`src/rtl/serial_approx_adder.sv`:
```
// serial_approx_adder: multi-cycle WIDTH-bit approximate adder that walks
// one 4-bit slice per clock through a single four_bit_CLA.
//
// Optional build macro: SERIAL_APPROX_ERR_DETECT_EN (adds ERR output).
//
// Parameters:
//   WIDTH         operand width, multiple of 4, >= 4
//   APPROX_SLICES number of low 4-bit slices using OR approximation
//
// Ports:
//   CLK        clock, rising edge
//   RST_N      asynchronous active-low reset
//   IN_VALID   operands A/B/C0 valid
//   IN_READY   block can accept operands (IDLE)
//   A, B       WIDTH-bit operands
//   C0         carry-in (ignored when APPROX_SLICES > 0)
//   OUT_VALID  SUM valid (DONE)
//   OUT_READY  downstream accepts SUM
//   SUM        WIDTH+1-bit result, MSB is final carry-out
//   ERR        (macro only) SUM differs from exact A+B+C0 while in DONE

module four_bit_CLA (
    input  logic [3:0] A,
    input  logic [3:0] B,
    input  logic       C0,
    output logic [4:0] SUM
);
    logic [3:0] g;
    logic [3:0] p;
    logic [4:0] c;

    assign g = A & B;
    assign p = A ^ B;

    // Flattened lookahead carries.
    assign c[0] = C0;
    assign c[1] = g[0] | (p[0] & C0);
    assign c[2] = g[1] | (p[1] & g[0]) | (p[1] & p[0] & C0);
    assign c[3] = g[2] | (p[2] & g[1]) | (p[2] & p[1] & g[0])
                | (p[2] & p[1] & p[0] & C0);
    assign c[4] = g[3] | (p[3] & g[2]) | (p[3] & p[2] & g[1])
                | (p[3] & p[2] & p[1] & g[0])
                | (p[3] & p[2] & p[1] & p[0] & C0);

    assign SUM = {c[4], p ^ c[3:0]};
endmodule

module serial_approx_adder #(
    parameter int WIDTH         = 16,
    parameter int APPROX_SLICES = 1
) (
    input  logic             CLK,
    input  logic             RST_N,
    input  logic             IN_VALID,
    output logic             IN_READY,
    input  logic [WIDTH-1:0] A,
    input  logic [WIDTH-1:0] B,
    input  logic             C0,
    output logic             OUT_VALID,
    input  logic             OUT_READY,
`ifdef SERIAL_APPROX_ERR_DETECT_EN
    output logic [WIDTH:0]   SUM,
    output logic             ERR
`else
    output logic [WIDTH:0]   SUM
`endif
);
    localparam int N  = WIDTH / 4;
    localparam int KW = (N > 1) ? $clog2(N) : 1;
    localparam logic [KW-1:0] LAST = KW'(N - 1);

    // Bit i set when slice i uses the OR approximation.
    function automatic logic [N-1:0] apx_mask_f();
        logic [N-1:0] m;
        m = '0;
        for (int i = 0; i < N; i++) begin
            m[i] = (i < APPROX_SLICES);
        end
        return m;
    endfunction

    localparam logic [N-1:0] APX_MASK = apx_mask_f();

    typedef enum logic [1:0] {
        IDLE = 2'd0,
        RUN  = 2'd1,
        DONE = 2'd2
    } state_t;

    state_t           state_q, state_d;
    logic [KW-1:0]    k_q, k_d;
    logic [WIDTH-1:0] a_q, a_d;
    logic [WIDTH-1:0] b_q, b_d;
    logic [WIDTH:0]   sum_q, sum_d;
    logic             carry_q, carry_d;

    logic [KW+1:0]    base;
    logic [3:0]       a_sl;
    logic [3:0]       b_sl;
    logic [4:0]       cla_sum;
    logic             apx;
    logic             cap_carry;

    // Carry seeded at capture: C0 when fully exact, otherwise the
    // generate term of the top approximated bit.
    generate
        if (APPROX_SLICES == 0) begin : g_exact_cin
            assign cap_carry = C0;
        end else begin : g_apx_cin
            logic unused_c0;
            assign unused_c0 = C0;
            assign cap_carry = A[4*APPROX_SLICES-1]
                             & B[4*APPROX_SLICES-1];
        end
    endgenerate

    assign base = {k_q, 2'b00};
    assign a_sl = a_q[base +: 4];
    assign b_sl = b_q[base +: 4];
    assign apx  = APX_MASK[k_q];

    four_bit_CLA u_cla (
        .A   (a_sl),
        .B   (b_sl),
        .C0  (carry_q),
        .SUM (cla_sum)
    );

    always_comb begin
        state_d   = state_q;
        k_d       = k_q;
        a_d       = a_q;
        b_d       = b_q;
        sum_d     = sum_q;
        carry_d   = carry_q;
        IN_READY  = 1'b0;
        OUT_VALID = 1'b0;
        unique case (state_q)
            IDLE: begin
                IN_READY = 1'b1;
                if (IN_VALID) begin
                    a_d     = A;
                    b_d     = B;
                    k_d     = '0;
                    carry_d = cap_carry;
                    state_d = RUN;
                end
            end
            RUN: begin
                if (apx) begin
                    sum_d[base +: 4] = a_sl | b_sl;
                end else begin
                    sum_d[base +: 4] = cla_sum[3:0];
                    carry_d          = cla_sum[4];
                end
                if (k_q == LAST) begin
                    // A fully approximated top slice yields no carry-out.
                    sum_d[WIDTH] = apx ? 1'b0 : cla_sum[4];
                    state_d      = DONE;
                end else begin
                    k_d = k_q + 1'b1;
                end
            end
            DONE: begin
                OUT_VALID = 1'b1;
                if (OUT_READY) begin
                    state_d = IDLE;
                end
            end
            default: begin
                state_d = IDLE;
            end
        endcase
    end

    always_ff @(posedge CLK or negedge RST_N) begin
        if (!RST_N) begin
            state_q <= IDLE;
            k_q     <= '0;
            a_q     <= '0;
            b_q     <= '0;
            sum_q   <= '0;
            carry_q <= 1'b0;
        end else begin
            state_q <= state_d;
            k_q     <= k_d;
            a_q     <= a_d;
            b_q     <= b_d;
            sum_q   <= sum_d;
            carry_q <= carry_d;
        end
    end

    assign SUM = sum_q;

`ifdef SERIAL_APPROX_ERR_DETECT_EN
    logic           c0_q, c0_d;
    logic [WIDTH:0] exact;

    assign c0_d = (state_q == IDLE && IN_VALID) ? C0 : c0_q;

    always_ff @(posedge CLK or negedge RST_N) begin
        if (!RST_N) begin
            c0_q <= 1'b0;
        end else begin
            c0_q <= c0_d;
        end
    end

    assign exact = {1'b0, a_q} + {1'b0, b_q} + {{WIDTH{1'b0}}, c0_q};
    assign ERR   = (state_q == DONE) && (sum_q != exact);
`endif

endmodule

```
`config.mk`:
```
export PLATFORM = sky130hd
export DESIGN_NAME = serial_approx_adder
export DESIGN_NICKNAME = d
export VERILOG_FILES = /design/src/rtl/serial_approx_adder.sv
export SDC_FILE = /design/constraint.sdc
export NUM_CORES = 1
export LEC_CHECK = 0
export ABC_AREA = 1
export CAP_MARGIN = 25
export CORE_ASPECT_RATIO = 2
export CORE_MARGIN = 2
export CORE_UTILIZATION = 30
export CTS_BUF_LIST = sky130_fd_sc_hd__clkbuf_4 sky130_fd_sc_hd__clkbuf_8 sky130_fd_sc_hd__clkbuf_16
export DETAILED_ROUTE_END_ITERATION = 10
export GPL_TIMING_DRIVEN = 0
export HOLD_SLACK_MARGIN = 0.05
export PLACE_DENSITY = 0.59
export SLEW_MARGIN = 15
export SYNTH_ARGS = -nofsm -noshare
export SYNTH_HDL_FRONTEND = slang
export SYNTH_HIERARCHICAL = 1
export SYNTH_SLANG_ARGS = --single-unit
export TNS_END_PERCENT = 100
```
`constraint.sdc`:
```
create_clock -name CLK -period 2.65 [get_ports CLK]
set_clock_uncertainty 0.05 [all_clocks]
set_input_delay 0.53 -clock CLK [delete_from_list [all_inputs] [get_ports CLK]]
set_output_delay 0.53 -clock CLK [all_outputs]
set_load 0.02 [all_outputs]
```
==> results.toml <==
[sta]
max_freq_mhz = 410
drv_slew = 0
min_period_over_period_pct = 92.1
holdWs_ps = 226
min_period_ps = 2440
relSlewSlack_pct = 54.3
rsz0062_at_grt = "no"
setup_viol = 0
worst_pin_slew_ps = 685
report.final.hold_viol_count = 0

[floorplanning]
start_util_pct = 30.6
die-area_um2 = 10300
core_um2 = 9260
die_x_um = 72.8
die_y_um = 142
ioPinCount = 56
rows = 50

[synth]
synth.most_common_cell = "nand2_1"
synth.largest_area_cell = "dfrtp_1"
synth_seq_cells = 54
synth-seq-area-share_pct = 47.6
synthCells = 368
synth_area_um2 = 2840
synth_edf_count = 0
synth_nets = 416
synth_top_cells_by_area = "dfrtp_1, nand2_1, nand3_1, ha_1, inv_1"
yosysTopAreaCellShare_pct = 47.6
syn_area_per_cell_um2 = 7.71
synth_cell_type_count = 26
ys_top_cells_by_count = "nand2_1, nand3_1, dfrtp_1"
synth.yosys.warnings = 6
ys_async_sr_fraction_pct = 100
yosys_most_used_dff = "dfrtp_1"

[clocking]
cts.sinks = 54
postCtsHoldBufs = 0
htree_num_levels = 2
clockBufferDepth = 2
clock_latency_ps = 290
cts_made_buffers = 5
clk_pin_slew_ps = 70
clockRootBuffer = "clkbuf_16"
cts_tree = "yes"

[final_layout]
multi_input_area_um2 = 1310
final-seq-area_um2 = 1350
final_cell_area_um2 = 3670
postLayoutCoreUtil_pct = 39.7
syn_to_final_growth_pct = 29.5
antennaDiodeCount = 0
drive_gt1_share_pct = 7.41
layout.nets = 479
nFillCells = 1017
stdcell_count = 536

[drt]
first_pass_iters = 4
drc = 0
post_drt_wl_per_cell_um = 13.4
drt_wl_total_mm = 7.18
routed_via_density = 4.73
postRouteAntennaNets = 0
drt_iter0_markers = 65
vias = 2533

[hold_path]
min_path_type = "in -> async"

[worst_setup_path]
cp_max_fo = 10
crit_type = "reg -> out"
critical_path_arrival_ps = 1860
crit_required_ps = 2070
crit_path_start_kind = "flip-flop"
end_kind = "primary output"

[global_route]
grt_pass1_wl_mm = 11.7
grt_antenna_before_repair = 0
gr-total-overflow = 0
grt_max_degree = 55
first_global_vias = 2593
grt.total_usage_pct = 14.6

[power_and_ir_drop]
p_leak_uw = 0.00187
powerDensity_nw_per_um2 = 1280
ir_drop_mv = 0.453
p_total_uw = 4710

[placement]
portBuffers = 53
place.gp.congestion = 0.801
dp.cells = 525
placed_area_um2 = 3500
dp_hpwl_mm = 5.62

[flow_run]
cap_violations = 0

[status]
status = "completed"
-- state kept, by name (all words and copies together), names as in the netlist --
| signal | cells |
|---|---|
| SUM | 17 |
| a_q | 16 |
| b_q | 16 |
| k_q | 2 |
| state_q | 2 |
| carry_q | 1 |
-- final cells by class --
type                       instances  area share [%]
sequential                        54            36.8
inverter                          24            2.55
clock buffer                       7            3.98
multi-input combinational        274            35.8
clock inverter                     1           0.238
buffer                            16            2.25
timing repair buffer              55            14.8
timing repair inverter             1           0.136
tap                              104            3.54
-- per-stage QoR --
| stage | setup WS [ps] | TNS (ps) |
|---|---|---|
| 5_1_grt | 27.0 | 0 |
| 2_1_floorplan | 530 | 0 |
| 6_report | 209 | 0 |
| 3_5_place_dp | 121 | 0 |
| 3_3_place_gp | -654 | -35010 |
| 4_1_cts | 84.9 | 0 |
-- cells by family after synthesis --
group                    after synthesis  share of synthesized area, %
flip-flops                            54                          47.6
AO/OA/AOI/OAI                         21                          4.45
AND/OR/NAND/NOR                      241                          36.4
XOR/XNOR                               1                         0.309
adder cells (fa/ha/maj)               11                          5.11
buffers and inverters                 40                          6.08
-- placed cells by master (no fill, tap or decap), types with 2 or more instances in the layout --
cell / instances
clkdlybuf4s50_1: 52
dfrtp_1: 54
nand2_1: 159
buf_2: 6
nor3_1: 3
inv_1: 22
buf_4: 7
nor2_4: 2
nor2_1: 9
nand2_2: 3
o21ai_0: 12
clkbuf_16: 5
nand4_1: 2
clkbuf_1: 5
o31ai_1: 6
ha_1: 10
nand3_1: 60
-- layer usage --
metal  up-vias  wire length (um)  GRT usage (%)
met4         0               300           7.41
met3        18               165           1.78
li1       1301                 -              -
met1      1161              2640           15.2
met2        53              4070           27.6
met5         -                 0              0
-- worst max-delay path, cell delays in order, from the launching register on --
cell and delay, ps:
dfrtp_1 440, nor2_4 220, buf_2 260, clkdlybuf4s50_1 640
-- report_power, final --
part	switching (uW)	internal, uW	leakage [uW]
sequential	236	1180	0.000692
clock	298	391	0.0000779
combinational	1640	969	0.00110
total	2170	2540	0.00187
-- path summary, 6_finish.rpt --
| check | start | endpoint | slack [ps] | cells past startpoint |
|---|---|---|---|---|
| setup / recovery | state_q[1] | IN_READY | 210 | 3 |
| hold / removal | RST_N | SUM[6] | 230 | 1 |
| setup reg to reg | k_q[0] | SUM[15] | 280 | 13 |
| hold reg to reg | a_q[5] | a_q[5] | 420 | 2 |
| max in group asynchronous | RST_N | SUM[0] | 1860 | 1 |
| min in group CLK | a_q[5] | a_q[5] | 420 | 2 |
-- timing repair --
| item | CTS | global route |
|---|---|---|
| gates resized for setup | 0 | 1 |
| endpoints found under the setup margin | 0 | 9 |
| setup buffers | 0 | 2 |
Note: power is estimated with default switching activity, not from simulation.
